File: config.mk
export PLATFORM = sky130hd
export DESIGN_NAME = testdrive_axi4_lite_cmd_master
export DESIGN_NICKNAME = d
export VERILOG_FILES = /design/src/rtl/testdrive_axi4_lite_cmd_master.sv
export SDC_FILE = /design/constraint.sdc
export NUM_CORES = 1
export LEC_CHECK = 0
export BUFFER_PORTS_ARGS = -buffer_cell sky130_fd_sc_hd__buf_2
export CORE_UTILIZATION = 40
export DETAILED_ROUTE_END_ITERATION = 8
export PLACE_DENSITY = 0.68
export REMOVE_ABC_BUFFERS = 1
export SLEW_MARGIN = 20
export SYNTH_ARGS = -nofsm -noshare
export SYNTH_HDL_FRONTEND = slang
export SYNTH_SLANG_ARGS = --single-unit
File: constraint.sdc
create_clock -name CLK -period 2.2 [get_ports CLK]
set_clock_uncertainty 0.05 [all_clocks]
set_input_delay 0.22 -clock CLK [delete_from_list [all_inputs] [get_ports CLK]]
set_output_delay 0.22 -clock CLK [all_outputs]
set_load 0.005 [all_outputs]
File: src/rtl/testdrive_axi4_lite_cmd_master.sv
// Turns a single-command valid/ready stream into AXI4-Lite master transactions and returns one response per command.
// One transaction outstanding at a time; a response-phase watchdog reports a hung slave and later absorbs its late reply.
module testdrive_axi4_lite_cmd_master #(
  parameter int C_ADDR_WIDTH = 20,
  parameter int C_TIMEOUT    = 1024
) (
  input  logic                    CLK,
  input  logic                    nRST,
  input  logic                    CMD_VALID,
  output logic                    CMD_READY,
  input  logic                    CMD_WRITE,
  input  logic [C_ADDR_WIDTH-1:0] CMD_ADDR,
  input  logic [31:0]             CMD_WDATA,
  input  logic [3:0]              CMD_WSTRB,
  output logic                    RSP_VALID,
  input  logic                    RSP_READY,
  output logic                    RSP_WRITE,
  output logic [31:0]             RSP_RDATA,
  output logic [1:0]              RSP_RESP,
  output logic                    RSP_TIMEOUT,
  output logic [C_ADDR_WIDTH-1:0] AWADDR,
  output logic                    AWVALID,
  input  logic                    AWREADY,
  output logic [31:0]             WDATA,
  output logic [3:0]              WSTRB,
  output logic                    WVALID,
  input  logic                    WREADY,
  input  logic [1:0]              BRESP,
  input  logic                    BVALID,
  output logic                    BREADY,
  output logic [C_ADDR_WIDTH-1:0] ARADDR,
  output logic                    ARVALID,
  input  logic                    ARREADY,
  input  logic [31:0]             RDATA,
  input  logic [1:0]              RRESP,
  input  logic                    RVALID,
  output logic                    RREADY,
  output logic [2:0]              DBG_STATE
);

  // Handshakes: a transfer happens on every rising CLK edge where VALID and READY are both high;
  // a VALID, once raised, stays high with stable payload until that edge.
  typedef enum logic [2:0] {
    S_IDLE, S_WADDR, S_WRESP, S_RADDR, S_RDATA, S_RSP, S_DRAIN
  } state_t;

  localparam int            CW      = (C_TIMEOUT > 1) ? $clog2(C_TIMEOUT + 1) : 1;
  localparam logic [CW-1:0] WD_LAST = (C_TIMEOUT > 0) ? CW'(C_TIMEOUT - 1) : '0;
  localparam logic          WD_EN   = (C_TIMEOUT > 0);

  state_t                  state_q, state_d;
  logic                    is_write_q, is_write_d;
  logic [CW-1:0]           wd_cnt_q, wd_cnt_d;
  logic                    cmd_ready_d, awvalid_d, wvalid_d, bready_d, arvalid_d, rready_d;
  logic                    rsp_valid_d, rsp_write_d, rsp_timeout_d;
  logic [31:0]             rsp_rdata_d, wdata_d;
  logic [1:0]              rsp_resp_d;
  logic [3:0]              wstrb_d;
  logic [C_ADDR_WIDTH-1:0] awaddr_d, araddr_d;
  logic                    aw_hs, w_hs, b_hs, r_hs, rsp_hs, wd_expire;

  assign aw_hs     = AWVALID & AWREADY;
  assign w_hs      = WVALID & WREADY;
  assign b_hs      = BVALID & BREADY;
  assign r_hs      = RVALID & RREADY;
  assign rsp_hs    = RSP_VALID & RSP_READY;
  assign wd_expire = WD_EN && (wd_cnt_q == WD_LAST);
  assign DBG_STATE = state_q;

  always_comb begin
    state_d       = state_q;
    is_write_d    = is_write_q;
    wd_cnt_d      = wd_cnt_q;
    cmd_ready_d   = CMD_READY;
    awvalid_d     = AWVALID;
    awaddr_d      = AWADDR;
    wvalid_d      = WVALID;
    wdata_d       = WDATA;
    wstrb_d       = WSTRB;
    bready_d      = BREADY;
    arvalid_d     = ARVALID;
    araddr_d      = ARADDR;
    rready_d      = RREADY;
    rsp_valid_d   = RSP_VALID;
    rsp_write_d   = RSP_WRITE;
    rsp_rdata_d   = RSP_RDATA;
    rsp_resp_d    = RSP_RESP;
    rsp_timeout_d = RSP_TIMEOUT;
    case (state_q)
      S_IDLE: begin
        cmd_ready_d = 1'b1;
        if (CMD_VALID && CMD_READY) begin
          cmd_ready_d = 1'b0;
          is_write_d  = CMD_WRITE;
          if (CMD_WRITE) begin
            awaddr_d  = CMD_ADDR;
            wdata_d   = CMD_WDATA;
            wstrb_d   = CMD_WSTRB;
            awvalid_d = 1'b1;
            wvalid_d  = 1'b1;
            state_d   = S_WADDR;
          end else begin
            araddr_d  = CMD_ADDR;
            arvalid_d = 1'b1;
            state_d   = S_RADDR;
          end
        end
      end
      S_WADDR: begin
        // A VALID already low means that channel finished in an earlier cycle.
        if (aw_hs) awvalid_d = 1'b0;
        if (w_hs)  wvalid_d  = 1'b0;
        if ((!AWVALID || aw_hs) && (!WVALID || w_hs)) begin
          bready_d = 1'b1;
          wd_cnt_d = '0;
          state_d  = S_WRESP;
        end
      end
      S_RADDR: begin
        if (aw_hs || ARREADY) begin
          arvalid_d = 1'b0;
          rready_d  = 1'b1;
          wd_cnt_d  = '0;
          state_d   = S_RDATA;
        end
      end
      S_WRESP, S_RDATA: begin
        // A reply landing in the expiry cycle still counts as a normal response.
        if ((state_q == S_WRESP) ? b_hs : r_hs) begin
          bready_d      = 1'b0;
          rready_d      = 1'b0;
          rsp_valid_d   = 1'b1;
          rsp_write_d   = is_write_q;
          rsp_rdata_d   = (state_q == S_WRESP) ? 32'h0 : RDATA;
          rsp_resp_d    = (state_q == S_WRESP) ? BRESP : RRESP;
          rsp_timeout_d = 1'b0;
          state_d       = S_RSP;
        end else if (wd_expire) begin
          rsp_valid_d   = 1'b1;
          rsp_write_d   = is_write_q;
          rsp_rdata_d   = 32'h0;
          rsp_resp_d    = 2'b10;
          rsp_timeout_d = 1'b1;
          state_d       = S_DRAIN;
        end else if (WD_EN) begin
          wd_cnt_d = wd_cnt_q + 1'b1;
        end
      end
      S_RSP: begin
        if (rsp_hs) begin
          rsp_valid_d = 1'b0;
          if (BREADY || RREADY) begin
            state_d = S_DRAIN;
          end else begin
            cmd_ready_d = 1'b1;
            state_d     = S_IDLE;
          end
        end
      end
      S_DRAIN: begin
        if (b_hs)   bready_d    = 1'b0;
        if (r_hs)   rready_d    = 1'b0;
        if (rsp_hs) rsp_valid_d = 1'b0;
        if (!bready_d && !rready_d && !rsp_valid_d) begin
          cmd_ready_d = 1'b1;
          state_d     = S_IDLE;
        end
      end
      default: state_d = S_IDLE;
    endcase
  end

  always_ff @(posedge CLK or negedge nRST) begin
    if (!nRST) begin
      state_q     <= S_IDLE;
      is_write_q  <= 1'b0;
      wd_cnt_q    <= '0;
      CMD_READY   <= 1'b0;
      AWVALID     <= 1'b0;
      AWADDR      <= '0;
      WVALID      <= 1'b0;
      WDATA       <= '0;
      WSTRB       <= '0;
      BREADY      <= 1'b0;
      ARVALID     <= 1'b0;
      ARADDR      <= '0;
      RREADY      <= 1'b0;
      RSP_VALID   <= 1'b0;
      RSP_WRITE   <= 1'b0;
      RSP_RDATA   <= '0;
      RSP_RESP    <= '0;
      RSP_TIMEOUT <= 1'b0;
    end else begin
      state_q     <= state_d;
      is_write_q  <= is_write_d;
      wd_cnt_q    <= wd_cnt_d;
      CMD_READY   <= cmd_ready_d;
      AWVALID     <= awvalid_d;
      AWADDR      <= awaddr_d;
      WVALID      <= wvalid_d;
      WDATA       <= wdata_d;
      WSTRB       <= wstrb_d;
      BREADY      <= bready_d;
      ARVALID     <= arvalid_d;
      ARADDR      <= araddr_d;
      RREADY      <= rready_d;
      RSP_VALID   <= rsp_valid_d;
      RSP_WRITE   <= rsp_write_d;
      RSP_RDATA   <= rsp_rdata_d;
      RSP_RESP    <= rsp_resp_d;
      RSP_TIMEOUT <= rsp_timeout_d;
    end
  end

endmodule
## After elaboration in Yosys (flattened, before gate mapping)

Index checks and enable logic that the tools add are counted.

| operators by class | value |
|---|---|
| mux-type cells | 54 |
| equal/unequal tests | 21 |
| reductions and logical operators | 36 |
| add/sub/neg operators | 1 |
| bitwise operators | 6 |

Operator list:

| operator | number |
|---|---|
| $mux 32 | 3 |
| $mux 11 | 4 |
| $pmux 11 s3 | 1 |
| $mux 1 | 26 |
| $ne 2x2->1 const B | 13 |
| $mux 3 | 8 |
| $pmux 3 s6 | 1 |
| $reduce_and 4->1 | 4 |
| $reduce_bool 3->1 | 5 |
| $pmux 1 s3 | 4 |
| $reduce_and 3->1 | 4 |
| $add 11x1->11 const B | 1 |
| $eq 11x10->1 const B | 1 |
| $eq 3x3->1 const B | 3 |
| $mux 2 | 4 |
| $eq 3x2->1 const B | 2 |
| $pmux 1 s2 | 3 |
| $reduce_and 2->1 | 3 |
| $reduce_and 6->1 | 1 |
| $reduce_bool 2->1 | 3 |
| $and 1x1->1 | 5 |
| $logic_not 1->1 | 5 |
| $reduce_and 5->1 | 1 |
| $logic_and 1x1->1 | 4 |
| 6 further kinds | 9 |

| storage, ports and cells | value |
|---|---|
| input bits | 102 |
| register bits | 134 |
| word-level logic and storage cells | 136 |

## Logic depth before layout (Yosys ltp)

| depth | value |
|---|---|
| depth after elaboration | 8 |
| gate-level depth with buffers | 8 |
| depth with buffers taken out | 6 |

## Least setup slack after synthesis

No wires, ideal clock.

| timing path | value |
|---|---|
| path kind | reg2reg |
| start | reg state_q[1] (netlist: DBG_STATE[1]) |
| end | reg state_q[1] (netlist: DBG_STATE[1]) |
| cell stages (with the launch flop) | 7 |
| arrival | 1.941 ns |
| buffers on the path | 1 |
| clock period less this slack | 2.118 ns |
| data required time | 2.022 ns |
| path slack | 0.082 ns |
| cells stage by stage | dfrtp_1 > nand2b_1 > a21o_1 > buf_6 > or4_4 > nand4_2 > mux2_1 |

| between the ends | value |
|---|---|
| longest elaborated chain between the ends | 4 |

RTL lines:

| element | line | source |
|---|---|---|
| from (decl) | 51 | `state_t state_q, state_d;` |
| from (signal assigned) | 194 | `state_q <= state_d;` |
| $eq 3x2->1 / $eq 3x3->1 (equally long branches) | 89, 129 |  |
| $mux 1 / $reduce_or 2->1 (equally long branches) | 129, 89 |  |
| $ne 3x3->1 (no source line) / $mux 3 (equally long branches) | - |  |
| $reduce_and 6->1 (no source line) / $pmux 3 s6 (equally long branches) | - |  |

Several ways; a longest one is shown, not always the timed one.
A chain may end at the register's enable or synchronous reset.

## Final worst setup path

| timing path | value |
|---|---|
| start | reg state_q[0] (netlist: DBG_STATE[0]) |
| end | reg wd_cnt_q[5] |

| between the ends | value |
|---|---|
| longest elaborated chain between the ends | 4 |

RTL lines:

| element | line | source |
|---|---|---|
| $eq 3x2->1 / $eq 3x3->1 (equally long branches) | 89, 129 |  |
| $mux 1 / $reduce_or 2->1 (equally long branches) | 129, 89 |  |
| $ne 2x2->1 (no source line) / $reduce_bool 3->1 (equally long branches) | - |  |
| $reduce_and 5->1 (no source line) | - |  |
| to (signal assigned) | 196 | `wd_cnt_q <= wd_cnt_d;` |
| to (decl) | 53 | `logic [CW-1:0] wd_cnt_q, wd_cnt_d;` |

Several ways; a longest one is shown, not always the timed one.

==> flow_summary.yaml <==
synthesis:
  syn-instance-count: 473
  muxShareOfSynthArea_pct: 15.96
  synth_area_per_cell_um2: 11.90
  synth_top_family_by_area: "multiplexers"
  ys_warn_count: 0
  syn_area_um2: 5628
  synth_xor_xnor_area_share_pct: 0
  ys.flop_type: "dfrtp_1"
  synth_compound_area_share_pct: 7.114
  synth_top_area_share_pct: 59.58
  synth-seq-cells: 134
  ys_types: 53
  synth_adder_area_share_pct: 0.2223
  synth_edf_count: 0
  ys_seq_area_share_pct: 59.58
  synth_area_leaders: "dfrtp_1, mux2_2, nand2_1"
  async_flop_share_pct: 100.0
  synthSimpleGateAreaFrac_pct: 14.38
  yosysTopAreaCell: "dfrtp_1"
setup_path:
  crit_arrival_ns: 2.30
  required_ns: 2.43
  ff2ff_setup_slack_ns: 0.13
  critical_path.max_stage_delay_ns: 0.52
  critPathKind: "register to register"
  cpMaxStageDelayCell: "dfrtp_1"
  end_kind: "register"
  worst_r2r_path_depth: 5
  path_cells: "or3b_1 > o32ai_2 > nor2_2 > o311ai_1 > o41ai_1"
  startpoint_type: "register"
  crit_fanout: 8
pwr:
  vdd_drop_max_mv: 0.5158
  static-leakage-power_nw: 4.306
  finalPower_mw: 11.29
  powerDensity_nw_per_um2: 1334
floorplanning:
  die_height_um: 120.6
  rows: 42
  die_w_um: 120.6
  core_um2: 13510
  die-area_um2: 14550
  ios: 224
  initial_utilization_pct: 41.67
finish:
  final_core_util_pct: 62.67
  drive_above_1_share_pct: 45.35
  stdcell_count: 983
  seqCellArea_um2: 3353
  layout.nets: 898
  n_fill_cell: 1037
  multi_input_area_um2: 2150
  final_cell_area_um2: 8464
  area_growth_pct: 50.40
  diodes: 0
drt:
  remaining_drc_errors: 0
  finalWirelength_um: 16230
  num_vias: 4909
  drt_first_pass_iters: 6
  wire_per_inst_um: 16.51
  ant_nets: 0
  viasPerCell: 4.994
  drt_iter0_drc: 282
clocking:
  numCtsBuffers: 17
  cts.sinks: 134
  clock_path_buffers: 2
  cts_htree_levels: 4
  cts_tree: "yes"
  cts-root-buf: "clkbuf_16"
  clock_latency_ns: 0.41
  clk_pin_slew_ns: 0.06
place:
  placed_cell_area_um2: 7088
  place_inst: 871
  io_buffers: 223
  place_congestion: 0.8446
  hpwl_um: 10610
worst_hold_path:
  hold_class: "input pin to register"
  hold_depth: 2
sta:
  post-route-period-util_pct: 94.25
  timing.fmax_ghz: 0.4823
  setup_tns_ns: 0
  worst-slew-pin-transition_ns: 0.4281
  slew_headroom_pct: 70.72
  maxSlewViolCount: 0
  finalHoldViolations: 0
  rsz0062_at_grt: "no"
  setup_viol: 0
  period_needed_ns: 2.074
global_route:
  grt_overflow: 0
  first_global_vias: 4938
  antenna_found_initial: 0
  grt_max_degree: 51
  grtUsageTotal_pct: 22.43
  grt_pass1_wl_um: 25220
job:
  drv_cap: 0
outcome:
  status: "complete, no violations"
==> path summary, 6_finish.rpt <==
kind,endpoint,from
worst max-delay path,wd_cnt_q[5]$_DFFE_PN0P_,DBG_STATE[0]$_DFFE_PN0P_
worst min-delay path,AWADDR[10]$_DFFE_PN0P_,CMD_ADDR[10]
worst max register to register,wd_cnt_q[5]$_DFFE_PN0P_,DBG_STATE[0]$_DFFE_PN0P_
worst min register to register,RSP_RDATA[7]$_DFFE_PN0P_,RSP_RDATA[7]$_DFFE_PN0P_
max in group asynchronous,ARADDR[11]$_DFFE_PN0P_,nRST
min in group asynchronous,RSP_VALID$_DFFE_PN0P_,nRST
==> repair_timing <==
item                                    in CTS  in global routing
setup buffers                                0                  4
resized for setup                            0                  1
hold buffers                                75                  2
hold endpoints to repair                   115                  2
endpoints found under the setup margin       0                  3
==> cells by family (layout without fill, tap and decap cells) <==
group | count (synthesis) | after routing
and+or+nand+nor | 170 | 170
DFF | 134 | 134
muxes | 80 | 80
AOI/OAI and AO/OA | 55 | 55
buffers and inverters | 33 | 367
adders and majority gates | 1 | 1
==> state kept, by name (all words and copies together), names as in the netlist, 2 cells and up <==
register and cells:
WSTRB 4, WDATA 32, DBG_STATE 3, AWADDR 20, RSP_RDATA 32, ARADDR 20, RSP_RESP 2, wd_cnt_q 11
==> stage by stage <==
stage,hold slack (ns),worst slack [ns]
3_5_place_dp,0.1106,0.1144
4_1_cts,0.001388,0.1022
2_1_floorplan,-0.1256,-1.663
6_report,0.01209,0.1265
3_3_place_gp,0.1061,0.1999
5_1_grt,0.004151,0.01188
==> worst max-delay path: cells and delay by family (launching register included) <==
kind / cells / cell delay (ns)
AOI/OAI and AO/OA: 3 / 0.78
and+or+nand+nor: 2 / 0.59
DFF: 1 / 0.52
==> power breakdown <==
part,total (mW),internal (mW),switching (mW)
Clock,2.72,1.71,1.01
Combinational,4.28,2.18,2.10
Sequential,4.28,3.61,0.671
==> cell usage after synthesis (all sizes together) (2+ instances only) <==
| cell type | count |
|---|---|
| dfrtp | 134 |
| nand2 | 81 |
| mux2 | 78 |
| nand3 | 37 |
| nor2 | 23 |
| buf | 19 |
| a21oi | 13 |
| o21ai | 11 |
| clkbuf | 7 |
| inv | 7 |
| nor2b | 5 |
| o311ai | 5 |
| a31oi | 4 |
| nor3 | 4 |
| and3 | 3 |
| nand2b | 3 |
| nand4 | 3 |
| o41ai | 3 |
| a211o | 2 |
| a21o | 2 |
| a22o | 2 |
| mux2i | 2 |
| nor4 | 2 |
| or2 | 2 |
| or3b | 2 |
==> placed cells by master, fill, tap and decap left out, types with 2 or more instances in the layout <==
cell and instances:
nor3_1 3, o311ai_1 5, nand4_1 2, clkbuf_8 2, buf_4 26, mux2i_1 2
nor2_1 21, and3_1 3, clkbuf_16 17, nand3_1 37, a21oi_1 12, buf_12 3
buf_2 222, nand2b_1 2, dlygate4sd3_1 77, a22o_1 2, dfrtp_1 134, bufinv_16 2
mux2_1 8, mux2_2 70, o21ai_0 9, nand2_1 80, clkinvlp_4 3, a21o_1 2
a211o_1 2, a31oi_1 4, clkinv_2 4, or2_2 2, o21ai_1 2, o41ai_1 3
inv_1 7, nor2_2 2, nor2b_1 5, clkbuf_1 3
==> per-layer routing <==
| layer | up-vias | wire length (µm) | GRT usage (%) |
|---|---|---|---|
| met2 | 203 | 8256 | 39.55 |
| met1 | 2361 | 6619 | 26.63 |
| met4 | 0 | 283 | 6.713 |
| met5 | - | 0 | 0 |
| met3 | 25 | 1071 | 6.038 |
| li1 | 2320 | - | - |
==> layout make-up <==
class,count,share of cell area (%)
Tap cell,176,2.602
Clock inverter,9,1.212
Inverter,7,0.3104
Sequential cell,134,39.62
Clock buffer,22,5.484
Timing Repair Buffer,329,25.38
Multi-Input combinational cell,306,25.40
Note: power is estimated with default switching activity, not from simulation.
